$ cat config.mk
export PLATFORM = sky130hd
export DESIGN_NAME = pic10_control
export DESIGN_NICKNAME = d
export VERILOG_FILES = /design/src/rtl/pic10_pkg.sv /design/src/rtl/pic10_decoder.sv /design/src/rtl/pic10_control.sv
export SDC_FILE = /design/constraint.sdc
export NUM_CORES = 1
export LEC_CHECK = 0
export ABC_CLOCK_PERIOD_IN_PS = 2600
export CORE_MARGIN = 3
export CORE_UTILIZATION = 40
export CTS_BUF_LIST = sky130_fd_sc_hd__clkbuf_8 sky130_fd_sc_hd__clkbuf_16
export DETAILED_ROUTE_END_ITERATION = 6
export PLACE_DENSITY = 0.8
export SETUP_SLACK_MARGIN = 0.3
export SKIP_LAST_GASP = 1
export SLEW_MARGIN = 20
export SYNTH_ARGS = -nofsm -noshare
export SYNTH_HDL_FRONTEND = slang
export SYNTH_SLANG_ARGS = --single-unit
$ cat constraint.sdc
create_clock -name clk -period 2.6 [get_ports clk]
set_input_delay 0.52 -clock clk [delete_from_list [all_inputs] [get_ports clk]]
set_output_delay 0.52 -clock clk [all_outputs]
set_load 0.005 [all_outputs]
$ cat src/rtl/pic10_pkg.sv
// Shared types and encodings for the PIC10 instruction sequencer and decoder.
package pic10_pkg;

   localparam int unsigned IR_W     = 12;
   localparam int unsigned ALU_W    = 5;
   localparam int unsigned PC_SRC_W = 2;
   localparam int unsigned TRIS_W   = 3;

   typedef enum logic [2:0] {
      S_RST,
      S_FETCH,
      S_DECODE,
      S_EXEC,
      S_SLEEP
   } state_t;

   localparam logic [ALU_W-1:0] ALU_ADD    = 5'd0;
   localparam logic [ALU_W-1:0] ALU_SUB    = 5'd1;
   localparam logic [ALU_W-1:0] ALU_AND    = 5'd2;
   localparam logic [ALU_W-1:0] ALU_IOR    = 5'd3;
   localparam logic [ALU_W-1:0] ALU_XOR    = 5'd4;
   localparam logic [ALU_W-1:0] ALU_COM    = 5'd5;
   localparam logic [ALU_W-1:0] ALU_INC    = 5'd6;
   localparam logic [ALU_W-1:0] ALU_DEC    = 5'd7;
   localparam logic [ALU_W-1:0] ALU_RR     = 5'd8;
   localparam logic [ALU_W-1:0] ALU_RL     = 5'd9;
   localparam logic [ALU_W-1:0] ALU_SWAP   = 5'd10;
   localparam logic [ALU_W-1:0] ALU_PASS_W = 5'd11;
   localparam logic [ALU_W-1:0] ALU_PASS_B = 5'd12;
   localparam logic [ALU_W-1:0] ALU_CLR    = 5'd13;
   localparam logic [ALU_W-1:0] ALU_BCLR   = 5'd14;
   localparam logic [ALU_W-1:0] ALU_BSET   = 5'd15;
   localparam logic [ALU_W-1:0] ALU_BTEST  = 5'd16;

   localparam logic [PC_SRC_W-1:0] PC_SRC_NONE  = 2'b00;
   localparam logic [PC_SRC_W-1:0] PC_SRC_GOTO  = 2'b01;
   localparam logic [PC_SRC_W-1:0] PC_SRC_CALL  = 2'b10;
   localparam logic [PC_SRC_W-1:0] PC_SRC_STACK = 2'b11;

   // Opcode groups: rows of ir[11:5], top-level quadrants of ir[11:10], branch rows.
   localparam logic [IR_W-1:0] OP_ROW_MASK   = 12'hFE0;
   localparam logic [IR_W-1:0] OP_MISC_MATCH = 12'h000;
   localparam logic [IR_W-1:0] OP_MOVWF_MATCH = 12'h020;
   localparam logic [IR_W-1:0] OP_CLRW_MATCH = 12'h040;
   localparam logic [IR_W-1:0] OP_CLRF_MATCH = 12'h060;
   localparam logic [IR_W-1:0] OP_GRP_MASK   = 12'hC00;
   localparam logic [IR_W-1:0] OP_BYTE_MATCH = 12'h000;
   localparam logic [IR_W-1:0] OP_BIT_MATCH  = 12'h400;
   localparam logic [IR_W-1:0] OP_GOTO_MASK  = 12'hE00;
   localparam logic [IR_W-1:0] OP_GOTO_MATCH = 12'hA00;
   localparam logic [IR_W-1:0] OP_BR_MASK    = 12'hF00;
   localparam logic [IR_W-1:0] OP_CALL_MATCH = 12'h900;
   localparam logic [IR_W-1:0] OP_RETLW_MATCH = 12'h800;

   typedef struct packed {
      logic [ALU_W-1:0]    alu_op;
      logic                alu_b_sel;
      logic [PC_SRC_W-1:0] pc_src;
      logic                load_pc;
      logic                push_stack;
      logic                pop_stack;
      logic                load_w;
      logic                load_file;
      logic                update_z;
      logic                update_c;
      logic [TRIS_W-1:0]   load_tris;
      logic                load_option;
      logic                skip_z;
      logic                skip_nz;
      logic                sleep;
   } ctrl_t;

   function automatic logic op_match(input logic [IR_W-1:0] ir,
                                     input logic [IR_W-1:0] mask,
                                     input logic [IR_W-1:0] match);
      return (ir & mask) == match;
   endfunction

endpackage

$ cat src/rtl/pic10_decoder.sv
// Combinational decode of the 12-bit baseline instruction into a control bundle.
module pic10_decoder
   import pic10_pkg::*;
(
   input  logic [IR_W-1:0] ir,
   output ctrl_t           ctrl,
   output logic            illegal
);

   always_comb begin
      ctrl        = '0;
      ctrl.alu_op = ALU_PASS_W;
      ctrl.pc_src = PC_SRC_NONE;
      illegal     = 1'b0;

      if (op_match(ir, OP_ROW_MASK, OP_MISC_MATCH)) begin
         case (ir[4:0])
            5'd0, 5'd4: ;
            5'd2:    ctrl.load_option = 1'b1;
            5'd3:    ctrl.sleep       = 1'b1;
            5'd5:    ctrl.load_tris   = 3'b001;
            5'd6:    ctrl.load_tris   = 3'b010;
            5'd7:    ctrl.load_tris   = 3'b100;
            default: illegal          = 1'b1;
         endcase
      end else if (op_match(ir, OP_ROW_MASK, OP_MOVWF_MATCH)) begin
         ctrl.alu_op    = ALU_PASS_W;
         ctrl.load_file = 1'b1;
      end else if (op_match(ir, OP_ROW_MASK, OP_CLRW_MATCH)) begin
         if (ir[4:0] == 5'd0) begin
            ctrl.alu_op   = ALU_CLR;
            ctrl.load_w   = 1'b1;
            ctrl.update_z = 1'b1;
         end else begin
            illegal = 1'b1;
         end
      end else if (op_match(ir, OP_ROW_MASK, OP_CLRF_MATCH)) begin
         ctrl.alu_op    = ALU_CLR;
         ctrl.load_file = 1'b1;
         ctrl.update_z  = 1'b1;
      end else if (op_match(ir, OP_GRP_MASK, OP_BYTE_MATCH)) begin
         // Byte-oriented ops: d = ir[5] picks W or the file register as destination.
         ctrl.load_w    = ~ir[5];
         ctrl.load_file = ir[5];
         case (ir[9:6])
            4'h2: begin ctrl.alu_op = ALU_SUB; ctrl.update_z = 1'b1; ctrl.update_c = 1'b1; end
            4'h3: begin ctrl.alu_op = ALU_DEC; ctrl.update_z = 1'b1; end
            4'h4: begin ctrl.alu_op = ALU_IOR; ctrl.update_z = 1'b1; end
            4'h5: begin ctrl.alu_op = ALU_AND; ctrl.update_z = 1'b1; end
            4'h6: begin ctrl.alu_op = ALU_XOR; ctrl.update_z = 1'b1; end
            4'h7: begin ctrl.alu_op = ALU_ADD; ctrl.update_z = 1'b1; ctrl.update_c = 1'b1; end
            4'h8: begin ctrl.alu_op = ALU_PASS_B; ctrl.update_z = 1'b1; end
            4'h9: begin ctrl.alu_op = ALU_COM; ctrl.update_z = 1'b1; end
            4'hA: begin ctrl.alu_op = ALU_INC; ctrl.update_z = 1'b1; end
            4'hB: begin ctrl.alu_op = ALU_DEC; ctrl.skip_z = 1'b1; end
            4'hC: begin ctrl.alu_op = ALU_RR; ctrl.update_c = 1'b1; end
            4'hD: begin ctrl.alu_op = ALU_RL; ctrl.update_c = 1'b1; end
            4'hE: ctrl.alu_op = ALU_SWAP;
            4'hF: begin ctrl.alu_op = ALU_INC; ctrl.skip_z = 1'b1; end
            default: begin ctrl.load_w = 1'b0; ctrl.load_file = 1'b0; end
         endcase
      end else if (op_match(ir, OP_GRP_MASK, OP_BIT_MATCH)) begin
         case (ir[9:8])
            2'b00:   begin ctrl.alu_op = ALU_BCLR; ctrl.load_file = 1'b1; end
            2'b01:   begin ctrl.alu_op = ALU_BSET; ctrl.load_file = 1'b1; end
            2'b10:   begin ctrl.alu_op = ALU_BTEST; ctrl.skip_z = 1'b1; end
            default: begin ctrl.alu_op = ALU_BTEST; ctrl.skip_nz = 1'b1; end
         endcase
      end else if (op_match(ir, OP_GOTO_MASK, OP_GOTO_MATCH)) begin
         ctrl.load_pc = 1'b1;
         ctrl.pc_src  = PC_SRC_GOTO;
      end else if (op_match(ir, OP_BR_MASK, OP_CALL_MATCH)) begin
         ctrl.load_pc    = 1'b1;
         ctrl.push_stack = 1'b1;
         ctrl.pc_src     = PC_SRC_CALL;
      end else if (op_match(ir, OP_BR_MASK, OP_RETLW_MATCH)) begin
         ctrl.load_pc   = 1'b1;
         ctrl.pop_stack = 1'b1;
         ctrl.pc_src    = PC_SRC_STACK;
         ctrl.load_w    = 1'b1;
         ctrl.alu_b_sel = 1'b1;
         ctrl.alu_op    = ALU_PASS_B;
      end else begin
         // Literal ops into W.
         ctrl.alu_b_sel = 1'b1;
         ctrl.load_w    = 1'b1;
         case (ir[9:8])
            2'b00:   ctrl.alu_op = ALU_PASS_B;
            2'b01:   begin ctrl.alu_op = ALU_IOR; ctrl.update_z = 1'b1; end
            2'b10:   begin ctrl.alu_op = ALU_AND; ctrl.update_z = 1'b1; end
            default: begin ctrl.alu_op = ALU_XOR; ctrl.update_z = 1'b1; end
         endcase
      end
   end

endmodule

$ cat src/rtl/pic10_control.sv
// PIC10 sequencer: FETCH/DECODE/EXEC state machine gating the decoded control bundle.
module pic10_control
   import pic10_pkg::*;
#(
   parameter bit SLEEP_EN = 1'b1
) (
   input  logic                clk,
   input  logic                reset,
   input  logic [IR_W-1:0]     ir_reg_bus,
   input  logic                alu_zero,
   output logic                load_ir_reg,
   output logic                inc_pc,
   output logic                load_pc,
   output logic [PC_SRC_W-1:0] pc_src,
   output logic                push_stack,
   output logic                pop_stack,
   output logic                load_w_reg,
   output logic                load_file_reg,
   output logic [ALU_W-1:0]    alu_op,
   output logic                alu_b_sel,
   output logic [2:0]          bit_sel,
   output logic [4:0]          file_addr,
   output logic                update_z,
   output logic                update_c,
   output logic [TRIS_W-1:0]   load_tris,
   output logic                load_option,
   output logic                sleeping,
   output logic                illegal_op
);

   state_t state;
   ctrl_t  dec;
   logic   dec_illegal;
   logic   in_fetch;
   logic   in_exec;
   logic   dec_valid;
   logic   skip_take;

   pic10_decoder u_decoder (
      .ir      (ir_reg_bus),
      .ctrl    (dec),
      .illegal (dec_illegal)
   );

   always_ff @(posedge clk or negedge reset) begin
      if (!reset) begin
         state    <= S_RST;
         sleeping <= 1'b0;
      end else begin
         case (state)
            S_RST:    state <= S_FETCH;
            S_FETCH:  state <= S_DECODE;
            S_DECODE: state <= S_EXEC;
            S_EXEC: begin
               if (dec.sleep && SLEEP_EN) begin
                  state    <= S_SLEEP;
                  sleeping <= 1'b1;
               end else begin
                  state <= S_FETCH;
               end
            end
            S_SLEEP:  state <= S_SLEEP;
            default:  state <= S_RST;
         endcase
      end
   end

   // Decode fields come straight from the IR and alu_zero, so strobes follow state within the cycle.
   always_comb begin
      in_fetch  = (state == S_FETCH);
      in_exec   = (state == S_EXEC);
      dec_valid = (state == S_DECODE) || in_exec;
      skip_take = in_exec && ((dec.skip_z && alu_zero) || (dec.skip_nz && !alu_zero));

      load_ir_reg   = in_fetch;
      inc_pc        = in_fetch || skip_take;
      load_pc       = in_exec && dec.load_pc;
      push_stack    = in_exec && dec.push_stack;
      pop_stack     = in_exec && dec.pop_stack;
      load_w_reg    = in_exec && dec.load_w;
      load_file_reg = in_exec && dec.load_file;
      update_z      = in_exec && dec.update_z;
      update_c      = in_exec && dec.update_c;
      load_tris     = in_exec ? dec.load_tris : '0;
      load_option   = in_exec && dec.load_option;
      illegal_op    = in_exec && dec_illegal;

      alu_op        = dec_valid ? dec.alu_op : '0;
      alu_b_sel     = dec_valid && dec.alu_b_sel;
      pc_src        = dec_valid ? dec.pc_src : '0;
      bit_sel       = dec_valid ? ir_reg_bus[7:5] : '0;
      file_addr     = dec_valid ? ir_reg_bus[4:0] : '0;
   end

endmodule

==> metrics, run 1 <==
status=did not finish; Failed at=global routing (5_1_grt); stop err=[ERROR DPL-0038] Utilization greater than 100%, impossible to legalize; Main synth FF type=dfrtp_1; syn avg cell area=6.84 sq um; syn nets=154; Root Buffer Master=clkbuf_8; Die X=around 54 microns; Longest Clk Path Bufs=2; H-tree levels=1; EDFF count, synth=0; worst_ep kind=primary output; Synth Register Bits=4; Post-DP HPWL=3.02 mm; starting density of the core=between 40% and 50%; Area contributors post-synth=dfrtp_1 (11%), nor2_1 (8.6%), ha_1 (6.8%); Synth area leader=dfrtp_1; largest net degree at the start of global routing=11; Synth top area share=between 10% and 20%; TritonCTS Buffers=3; Synth top cells by count=nor2_1 (21), a21oi_1 (10), o21ai_0 (9); io pins=between 40 and 50; mapped cell area=917 sq um; Sink Count=4; Row Count=16; number of distinct library cells after synthesis=42; IO buf count=45; chip height=53.9 microns; Mapped Cells=134; sequential element share of the synthesized area=a little over a tenth; placed insts=241; Syn. warnings=0; post-place setup slack=-797 ps; Placer Congestion=0.919; most common cell in the netlist=nor2_1; Async SR Flop Fraction=100%; post-GRT worst EP=load_tris[0]
-- logic make-up after synthesis --
family                     share of synthesized area (%)
adders and majority gates                           6.82
buffers and inverters                               6.55
AOI/OAI and AO/OA                                   32.2
xor gates and xnor gates                           0.955
muxes                                               2.18
and+or+nand+nor                                     40.4
DFF                                                 10.9
-- timing repair --
item	4_1_cts
hold buffers	0
gates resized for setup	127
gates cloned	1
setup buffers	14
endpoints found under the hold margin	0
endpoints found under the setup margin	25
pin swaps	15
-- stage by stage --
step / cell area (sq um) / setup TNS (ps) / util (%)
CTS: 1920 / -190 / 93.3
detailed placement: 1690 / -11400 / 81.8
global placement: 1690 / -10800 / 81.8
floorplan: 917 / 0 / -
==> run 2, diff against run 1 <==
--- a/config.mk
+++ b/config.mk
@@ -6,12 +6,10 @@
 export NUM_CORES = 1
 export LEC_CHECK = 0
 export ABC_CLOCK_PERIOD_IN_PS = 2600
-export CORE_MARGIN = 3
-export CORE_UTILIZATION = 40
-export CTS_BUF_LIST = sky130_fd_sc_hd__clkbuf_8 sky130_fd_sc_hd__clkbuf_16
+export CORE_AREA = 3 3 64 66
 export DETAILED_ROUTE_END_ITERATION = 6
-export PLACE_DENSITY = 0.8
-export SETUP_SLACK_MARGIN = 0.3
+export DIE_AREA = 0 0 67 69
+export PLACE_DENSITY_LB_ADDON = 0.15
 export SKIP_LAST_GASP = 1
 export SLEW_MARGIN = 20
 export SYNTH_ARGS = -nofsm -noshare
==> run 2 against run 1 <==
  * The flow now finishes, with violations (negative setup slack)
  * Synthesized area did not move
  * Synthesized cell count unchanged
==> metrics, run 2 <==
status=finished, violations left; failing checks=negative setup slack; GRT Overall Usage=17.9%; H-tree levels=1 (unchanged); syn nets=154 (unchanged); Tot Pwr=822 uW; first-pass GRT wire length=6.66 mm; hold_ws=about 470 ps; Setup crit start kind=primary input; Mapped Cells=134 (unchanged); Root Buffer Master=clkbuf_8; # setup viols final=8; EDFF count, synth=0 (unchanged); worst clock skew=~3.7 ps; Worst Max-Slew Pin Slew=450 ps; nets=250; Largest register FFs=3; Worst Path Arrival=2160 ps; Post-DP HPWL=2.97 mm (-1.8%); Peak Freq=roughly 370 MHz; post-route cell area=0.00194 sq mm; Max-Cap Viols=0; layout cell share with drive strength beyond 1=42.1%; Row Count=22 (+6); grt total ovfl=0; Reg clk slew, reported paths=approximately 30 ps; number of distinct library cells after synthesis=42 (unchanged); mapped cell area=917 sq um (unchanged); io pins=46 (unchanged); Fin. Hold Viols=0; DRT iter0 DRCs=58; post-place setup slack=-773 ps (+23.7 ps); # diodes=0; critical path required time=2080 ps; syn avg cell area=6.84 sq um (unchanged); most common cell in the netlist=nor2_1; Finished Layout Cells=276; initial antenna violation count=0; pwr dens=424 mW/mm^2; Syn. warnings=0 (unchanged); Hold-fix buffers, CTS=0 (unchanged); RSZ-0062 raised after global routing=yes; Slew Limit Headroom=70.0%; Async SR Flop Fraction=100% (unchanged); Final ANT Viol Nets=0; vias per cell=~5; most frequent cells in the layout=buf_4 (47), clkdlybuf4s50_1 (21), nor2_1 (19); final period utilization=103%; crit path setup slack, layout=-85.0 ps; sequential element share of the synthesized area=10.9% (unchanged); TritonCTS Buffers=3 (unchanged); clk_lat worst skew=210 ps; via count=1366; dpl cell area=0.00172 sq mm (+2.0%); CP Max Fanout=3; Top reg by flops=state; Area contributors post-synth=dfrtp_1 (11%), nor2_1 (8.6%), ha_1 (6.8%); Longest Clk Path Bufs=2 (unchanged); minimum clock period=2680 ps; Synth Register Bits=4 (unchanged); starting density of the core=25.2% (-19 points); Synth area leader=dfrtp_1; most common cell after layout, fill and taps aside=buf_4; R2R depth=6; Synth top cells by count=nor2_1 (21), a21oi_1 (10), o21ai_0 (9); Main synth FF type=dfrtp_1; pins over their slew limit=0; WL/cell=~15 microns; chip height=69 microns (+28%); CORE AREA=roughly 0.0036 sq mm; Sink Count=4 (unchanged); Max IR drop VDD=0.000198 V; Die ar.=0.00462 sq mm; HP Class=flip-flop to flip-flop; largest net degree at the start of global routing=11; final wirelength=4.09 mm; critical path capture point type=output port; Area growth, synth to finish=111%; critical path type=primary input to output port; CTS tree=yes; IO buf count=45 (unchanged); Die X=67 microns (+24%); placed insts=263 (+9.1%); largest registers=state: 3 flops, sleeping: 1 flops; via count of the first global-routing pass=1408; Static Leak=0.921 nW; WHS Path Cells=1; Synth top area share=10.9% (unchanged); DRC=0; Placer Congestion=0.833 (-9.3%); drt pass-1 iters=4
## run 2: report_power, final
group	switching, mW	internal [mW]	total, mW
clock	0.0291	0.0984	0.128
sequential	0.0257	0.0789	0.105
combinational	0.274	0.316	0.590
total	0.328	0.494	0.822
## run 2: layout make-up
class / instances / area (sq um)
sequential: 4 / 100
multi-input combinational: 116 / 895
timing repair buffer: 99 / 818
fill: 373 / 1700
tap: 48 / 60.1
inverter: 6 / 22.5
clock buffer: 3 / 41.3
## run 2: critical path, stage by stage
cell and delay (ps):
buf_6 90, or4_4 570, nand2b_4 180, or3_1 400, a311oi_2 240, buf_2 170
## run 2: cells by family after synthesis
logic type,count (synthesis),synth area share [%]
mux,2,2.18
buf+inv,14,6.55
simple gates,66,40.4
xor+xnor,1,0.955
flops,4,10.9
compound gates,42,32.2
fa+ha+maj,5,6.82
## run 2: timing repair
action / 4_1_cts / 5_1_grt
setup endpoints to repair: 20 / 14
cloned: 0 / 0
buffers inserted: 10 / 0
endpoints found under the hold margin: 0 / 0
pin swaps: 10 / 10
gates resized for setup: 90 / 10
## run 2: through the flow
step,util (%),TNS [ps]
after floorplan,-,0
after global placement,47.3,-10200
after detailed placement,47.3,-10780
after CTS,52.7,-590
after global routing,53.3,-970
final,53.3,-378
## run 2: final timing paths
path	from	slack, ps	end
max	ir_reg_bus[10]	-80	load_w_reg
min	sleeping$_DFFE_PN0P_	470	sleeping$_DFFE_PN0P_
max reg2reg	state[2]$_DFF_PN0_	1210	state[2]$_DFF_PN0_
min reg2reg	sleeping$_DFFE_PN0P_	470	sleeping$_DFFE_PN0P_
max in group asynchronous	reset	1930	state[2]$_DFF_PN0_
min in group asynchronous	reset	510	state[1]$_DFF_PN0_
## run 2: metal layers
layer  GRT usage, %  vias to the layer above  part of all wire [%]
li1               -                      672                     -
met1           24.9                      642                    45
met2           29.4                       48                    50
met3          0.977                        4                   4.3
met4           4.95                        0                  0.86
met5              0                        -                     0
Power figures use the tool's default switching activity.
